`config.mk`:
```
export PLATFORM = sky130hd
export DESIGN_NAME = display_scheduler
export DESIGN_NICKNAME = d
export VERILOG_FILES = /design/src/rtl/display_scheduler.sv
export SDC_FILE = /design/constraint.sdc
export NUM_CORES = 1
export LEC_CHECK = 0
export CAP_MARGIN = 20
export CELL_PAD_IN_SITES_DETAIL_PLACEMENT = 1
export CELL_PAD_IN_SITES_GLOBAL_PLACEMENT = 2
export CORE_ASPECT_RATIO = 2
export CORE_MARGIN = 2
export CORE_UTILIZATION = 34
export CTS_CLUSTER_DIAMETER = 50
export DETAILED_ROUTE_END_ITERATION = 8
export GPL_TIMING_DRIVEN = 0
export PLACE_DENSITY = 0.9
export SYNTH_ARGS = -nofsm -noshare
export SYNTH_HDL_FRONTEND = slang
export SYNTH_SLANG_ARGS = --single-unit
```
`constraint.sdc`:
```
create_clock -name clk -period 1.9 [get_ports clk]
set_input_delay 0.19 -clock clk [delete_from_list [all_inputs] [get_ports clk]]
set_output_delay 0.19 -clock clk [all_outputs]
set_load 0.02 [all_outputs]
```
`src/rtl/display_scheduler.sv`:
```
// display_scheduler: converts min/sec through a shared BCD converter and scans four 7-seg digits.
module display_scheduler #(
  parameter int TICK_DIV = 50000
) (
  input  logic       clk,
  input  logic       rst,
  input  logic [5:0] min_in,
  input  logic [5:0] sec_in,
  input  logic       load,
  output logic [5:0] conv_data,
  input  logic [3:0] conv_bcd1,
  input  logic [3:0] conv_bcd0,
  output logic [3:0] an,
  output logic [3:0] digit,
  output logic       busy,
  output logic       done
);
  localparam int CW = (TICK_DIV > 1) ? $clog2(TICK_DIV) : 1;
  typedef enum logic [2:0] {IDLE, SEL_SEC, CAP_SEC, CAP_MIN, COMMIT} state_t;
  state_t          state_q, state_d;
  logic            busy_q, busy_d, done_q, done_d, pend_q, pend_d;
  logic [5:0]      conv_q, conv_d, snap_s_q, snap_s_d, snap_m_q, snap_m_d;
  logic [3:0][3:0] sh_q, sh_d, disp_q, disp_d;
  logic [CW-1:0]   cnt_q, cnt_d;
  logic [1:0]      idx_q, idx_d;
  logic [3:0]      an_q, an_d, digit_q, digit_d;
  logic            tick;
  function automatic logic [5:0] sat(input logic [5:0] v);
    return (v > 6'd59) ? 6'd59 : v;
  endfunction
  assign tick = cnt_q == CW'(TICK_DIV - 1);
  always_comb begin
    state_d  = state_q;
    busy_d   = busy_q;
    done_d   = 1'b0;
    pend_d   = pend_q;
    conv_d   = conv_q;
    snap_s_d = snap_s_q;
    snap_m_d = snap_m_q;
    sh_d     = sh_q;
    disp_d   = disp_q;
    cnt_d    = tick ? '0 : cnt_q + 1'b1;
    idx_d    = tick ? idx_q + 2'd1 : idx_q;
    an_d     = tick ? ~(4'b0001 << idx_q) : an_q;
    digit_d  = tick ? disp_q[idx_q] : digit_q;
    case (state_q)
      IDLE: if (load) begin
        snap_s_d = sat(sec_in);
        snap_m_d = sat(min_in);
        busy_d   = 1'b1;
        state_d  = SEL_SEC;
      end
      SEL_SEC: begin
        conv_d  = snap_s_q;
        pend_d  = pend_q | load;
        state_d = CAP_SEC;
      end
      CAP_SEC: begin
        sh_d[1] = conv_bcd1;
        sh_d[0] = conv_bcd0;
        conv_d  = snap_m_q;
        pend_d  = pend_q | load;
        state_d = CAP_MIN;
      end
      CAP_MIN: begin
        sh_d[3] = conv_bcd1;
        sh_d[2] = conv_bcd0;
        pend_d  = pend_q | load;
        state_d = COMMIT;
      end
      COMMIT: begin
        disp_d = sh_q;
        done_d = 1'b1;
        // a load arriving on the commit edge is serviced like a pending one
        if (pend_q | load) begin
          snap_s_d = sat(sec_in);
          snap_m_d = sat(min_in);
          pend_d   = 1'b0;
          state_d  = SEL_SEC;
        end else begin
          busy_d  = 1'b0;
          state_d = IDLE;
        end
      end
      default: state_d = IDLE;
    endcase
  end
  always_ff @(posedge clk) begin
    if (rst) begin
      state_q  <= IDLE;
      busy_q   <= 1'b0;
      done_q   <= 1'b0;
      pend_q   <= 1'b0;
      conv_q   <= '0;
      snap_s_q <= '0;
      snap_m_q <= '0;
      sh_q     <= '0;
      disp_q   <= '0;
      cnt_q    <= '0;
      idx_q    <= '0;
      an_q     <= 4'b1111;
      digit_q  <= '0;
    end else begin
      state_q  <= state_d;
      busy_q   <= busy_d;
      done_q   <= done_d;
      pend_q   <= pend_d;
      conv_q   <= conv_d;
      snap_s_q <= snap_s_d;
      snap_m_q <= snap_m_d;
      sh_q     <= sh_d;
      disp_q   <= disp_d;
      cnt_q    <= cnt_d;
      idx_q    <= idx_d;
      an_q     <= an_d;
      digit_q  <= digit_d;
    end
  end
  assign conv_data = conv_q;
  assign an        = an_q;
  assign digit     = digit_q;
  assign busy      = busy_q;
  assign done      = done_q;
endmodule

```
# After elaboration in Yosys (flattened, before gate mapping)
# Cells that the tools add are included.
# totals
in_bits	23
out_inout_bits	16
regBits	82
elab_cells	64
# op_classes
bitwise_logic	2
shifts	1
n_addsub	2
n_mux	20
order_cmp	3
reduce_logical	9
eq_ne	8
# op_table
cell	count
two-way mux 6 bit	6
case mux 6 bit (2 select lines)	3
adder 16 x 1 -> 16 bit (second input constant)	1
equality test 16 bit (second input constant)	1
case mux 3 bit (5 select lines)	1
> comparator 6 bit (second input constant)	2
binary-select mux 4 bit (select 2 bit)	1
equality test 3 x 2 -> 1 bit (second input constant)	2
inequality test 2 bit (second input constant)	3
AND reduction 3 bit	2
nonzero test 2 bit	3
two-way mux 1 bit	5
two-way mux 4 bit	1
NOT 4 bit	1
case mux 1 bit (2 select lines)	2
<< shifter 1 x 2 -> 4 bit (first input constant)	1
equality test 3 x 1 -> 1 bit (second input constant)	1
equality test 3 bit (second input constant)	1
zero test 3 bit	1
< comparator 2 x 3 -> 1 bit (second input constant)	1
two-way mux 3 bit	1
OR reduction 3 bit	1
adder 2 x 1 -> 2 bit (second input constant)	1
AND reduction 2 bit	1
other kinds (2)	2

# Longest topological paths before layout
# logic_depth
word_depth	4
depth_mapped	6
mapped_depth_nobuf	5

# Worst setup path before layout
# OpenSTA, ideal clock, no wires.
# synth_timing
kind	register -> register
startpoint	register cnt_q[0]
endpoint	register idx_q[0]
synth_period_minus_slack_ns	1.453
path_buffers	1
path_stages_with_launch	7
required_ns	1.772
arrival_time_ns	1.326
setup_ns	0.128
path_slack_ns	0.447
path_cell_list	dfxtp_1 ha_1 and3_1 nand4_4 buf_2 xnor2_1 nor2_1
# synth_via
elab_chain_cells	1
# synth_rtl
element	line	text
from (decl)	24	logic [CW-1:0] cnt_q, cnt_d;
from (signal assigned)	113	cnt_q <= cnt_d;
equality test 16 bit	31	assign tick = cnt_q == CW'(TICK_DIV - 1);
to (signal assigned)	114	idx_q <= idx_d;
to (decl)	25	logic [1:0] idx_q, idx_d;
# No other way between the ends.
# A chain may end at the register's enable or synchronous reset.

# Worst setup path after layout
# Same ends and word-level chain as after synthesis.

==> summary.txt <==
Logic synthesis
  • Yosys warning total: 0
  • Post-Syn Nets: 368
  • Synth Flop Type: dfxtp_1
  • Synth Area per Inst: ~9.5 um2
  • Synth Cell Area: 0.00323 mm2
  • Number of synthesized flops with an enable pin: 0
  • Async set-reset flop share out of synthesis: 0%
  • Synth cell types: a little over 40
  • Post-Synthesis Cells: 340
  • Register area share after synthesis: around half
  • Yosys reg bits: 82

CTS
  • CTS tree: yes
  • Postcts setup bufs: 0
  • CTS resizes: 0
  • Worst-skew pair later-pin latency: roughly 0.34 ns
  • Maximum root-to-sink buffer count: 2
  • Clk slew on worst S/H paths: about 0.060 ns
  • Htree depth: 3
  • CTS buffer count: 9
  • CTS Sinks: between 80 and 90
  • Hold Buf Count CTS: 0
  • Root buffer cell: clkbuf_16

GRT
  • Total GRT Usage: between 15 and 20%
  • Largest net degree at the start of global routing: 13
  • First-pass GRT wire length: about 13 mm
  • Number of global-route vias before repair: 2785
  • Grt ovf: 0
  • Initial antenna violation count: 0

Timing
  • Post-route setup slack: between 0.2 and 0.25 ns
  • Max Transition Viols Final: 0
  • Slew margin rel.: just under 60%
  • Post-route minimum period: ~1.7 ns
  • Unrepaired setup endpoints after global routing: false
  • F_max: 600 MHz
  • Fin. Hold Viols: 0
  • Clock Skew: 0.00720 ns
  • Slew of the pin with the lowest slew margin: around 0.63 ns
  • # setup viols final: 0
  • Final period utilization: between 80% and 90%

Final layout
  • Fill cells: between 1000 and 1500
  • Multi-input gate area: approximately 0.0015 mm2
  • Area Growth Syn to Fin: 24.7%
  • NumNets Final: between 400 and 500
  • Share of post-route cells with drive strength above 1: 10.9%
  • Post-Layout Cell Count: approximately 500
  • Commonest non-fill, non-tap cell in the layout: dfxtp_1
  • Most frequent cells in the layout: dfxtp_1 (82), nand2_1 (59), clkdlybuf4s50_1 (38), nor2_1 (35), a21oi_1 (27)
  • Register area: ~0.0016 mm2
  • N_diodes: 0

Power
  • Combinational Power Share: 13.1%
  • Total power: ~4100 uW
  • Maximum vdd drop: 0.757 mV
  • Power per cell area: 1030 mW/mm2
  • P_sw: around 1000 uW
  • Leak Pwr: around 0.0015 uW
  • Switching share of power: between 20% and 30%
  • Clock Power Share: 41.5%
  • Seq pwr share: around 46%
  • Internal power: just over 3000 uW

Min path
  • Worst hold path type: in -> reg
  • Hold path depth: 3
  • WHS Endpoint: snap_m_q[4]
  • HP Start: min_in[4]

Floorplan
  • Die area: 0.0104 mm2
  • Chip width: between 70 and 80 um
  • Die Y: around 140 um
  • Area of the core: approximately 0.0093 mm2
  • Num rows: 50
  • Initial core utilization: around a third
  • I/O pin total: 39

Drt
  • Routed WL: roughly 8 mm
  • DR pass1 iterations: 4
  • DR WL/cell: 16.0 um
  • Antenna Violating Nets Remaining: 0
  • 1st-iter DRT viols: 56
  • DRC: 0
  • Routed vias: between 2000 and 3000
  • Post-DR vias/cell: 5.19

Critical path
  • Critical path peak fanout: 10
  • Reg-to-reg critical path endpoint: idx_q[0]
  • Worst r2r src: cnt_q[0]
  • Critical path class: reg -> reg
  • Worst Setup Start Kind: flip-flop
  • Register-to-Register Path Depth: 6
  • CP endpoint kind: flip-flop
  • R2r setup slk: approximately 0.23 ns
  • Worst Path Required: 2.11 ns
  • WP data arrival: ~1.9 ns

Job
  • Count of maximum capacitance violations: 0

Placed design
  • Final GP Congestion: 0.816
  • DP Wirelength: between 6 and 7 mm
  • Input/output buffers: 38
  • Dpl cells: 482
  • Worst slack, placed: -0.0592 ns

Run status
  • Status: complete, no violations
## critical path, stage by stage (launching register included)
cell	delay, ns
dfxtp_1	0.37
ha_1	0.21
and3_1	0.29
nand4_4	0.20
buf_2	0.24
xnor2_1	0.16
nor2_1	0.05
## final cells by class
| class | instances | area share, % |
|---|---|---|
| multi-input combinational | 233 | 36.5 |
| sequential | 82 | 40.7 |
| clock inverter | 2 | 0.931 |
| clock buffer | 13 | 6.21 |
| inverter | 6 | 0.559 |
| timing repair buffer | 38 | 9.44 |
| tap | 104 | 3.23 |
| buffer | 19 | 2.39 |
## logic make-up (layout without fill, tap and decap cells)
logic type | count (synthesis) | in the layout | synth area share, %
compound gates | 58 | 58 | 12.9
xor+xnor | 16 | 16 | 4.33
fa+ha+maj | 5 | 5 | 1.93
buf+inv | 25 | 78 | 3.68
flops | 82 | 82 | 50.8
mux | 9 | 9 | 4.33
simple gates | 145 | 145 | 22.0
## through the flow
| stage | instance area [um2] | setup TNS (ns) | utilization (%) | hold slack [ns] |
|---|---|---|---|---|
| 2_1_floorplan | 3230 | 0 | - | 0.326 |
| 3_3_place_gp | 3740 | -0.130 | 40.2 | 0.443 |
| 3_5_place_dp | 3740 | -0.785 | 40.2 | 0.452 |
| 4_1_cts | 4030 | 0 | 43.2 | 0.425 |
| 5_1_grt | 4030 | 0 | 43.2 | 0.450 |
| 6_report | 4030 | 0 | 43.2 | 0.426 |
## power by group through the flow
stage	Sequential, uW	Combinational (uW)	Clock (uW)
floorplan	1940	293	0
detailed placement	1910	549	0
global placement	1910	531	0
global route	1890	594	1820
CTS	1880	552	1740
finish	1880	540	1710
## registers in the layout, summed over array words and instances, names as in the netlist, 2 cells and up
register	cells
cnt_q	16
disp_q	16
sh_q	16
conv_data	6
snap_m_q	6
snap_s_q	6
an	4
digit	4
state_q	3
idx_q	2
## synthesized netlist by cell type, types with 3 or more instances
cell type | n | area share, %
buf_2 | 7 | 1.1
nand2_1 | 59 | 6.8
buf_4 | 4 | 0.93
nor3_1 | 9 | 1.4
nor2_2 | 3 | 0.58
nand4_1 | 4 | 0.77
nor4_1 | 5 | 0.97
mux2i_1 | 5 | 1.5
xnor2_1 | 14 | 3.8
mux4_2 | 4 | 2.8
o211ai_1 | 4 | 0.93
a311oi_1 | 4 | 1.1
nor2_1 | 35 | 4.1
a22o_1 | 16 | 4.3
nand3_1 | 14 | 2.2
dfxtp_1 | 82 | 51
clkbuf_1 | 6 | 0.70
a21oi_1 | 27 | 4.2
inv_1 | 6 | 0.70
ha_1 | 5 | 1.9
## routing by layer
| metal | vias up | GRT usage [%] | part of all wire, % |
|---|---|---|---|
| li1 | 1279 | - | - |
| met1 | 1239 | 16.0 | 36 |
| met2 | 47 | 32.8 | 59 |
| met3 | 15 | 3.20 | 2.8 |
| met4 | 0 | 8.77 | 2.8 |
| met5 | - | 0 | 0 |
## worst max-delay path by stage
| stage | to | start | slack (ns) |
|---|---|---|---|
| after global routing | idx_q[0] | cnt_q[0] | 0.06 |
| after global placement | snap_m_q[0] | rst | -0.01 |
| final | idx_q[0] | cnt_q[0] | 0.23 |
| after floorplan | idx_q[0] | cnt_q[0] | 0.45 |
| after detailed placement | cnt_q[12] | rst | -0.06 |
| after CTS | idx_q[0] | cnt_q[0] | 0.19 |
Note: power is estimated with default switching activity, not from simulation.
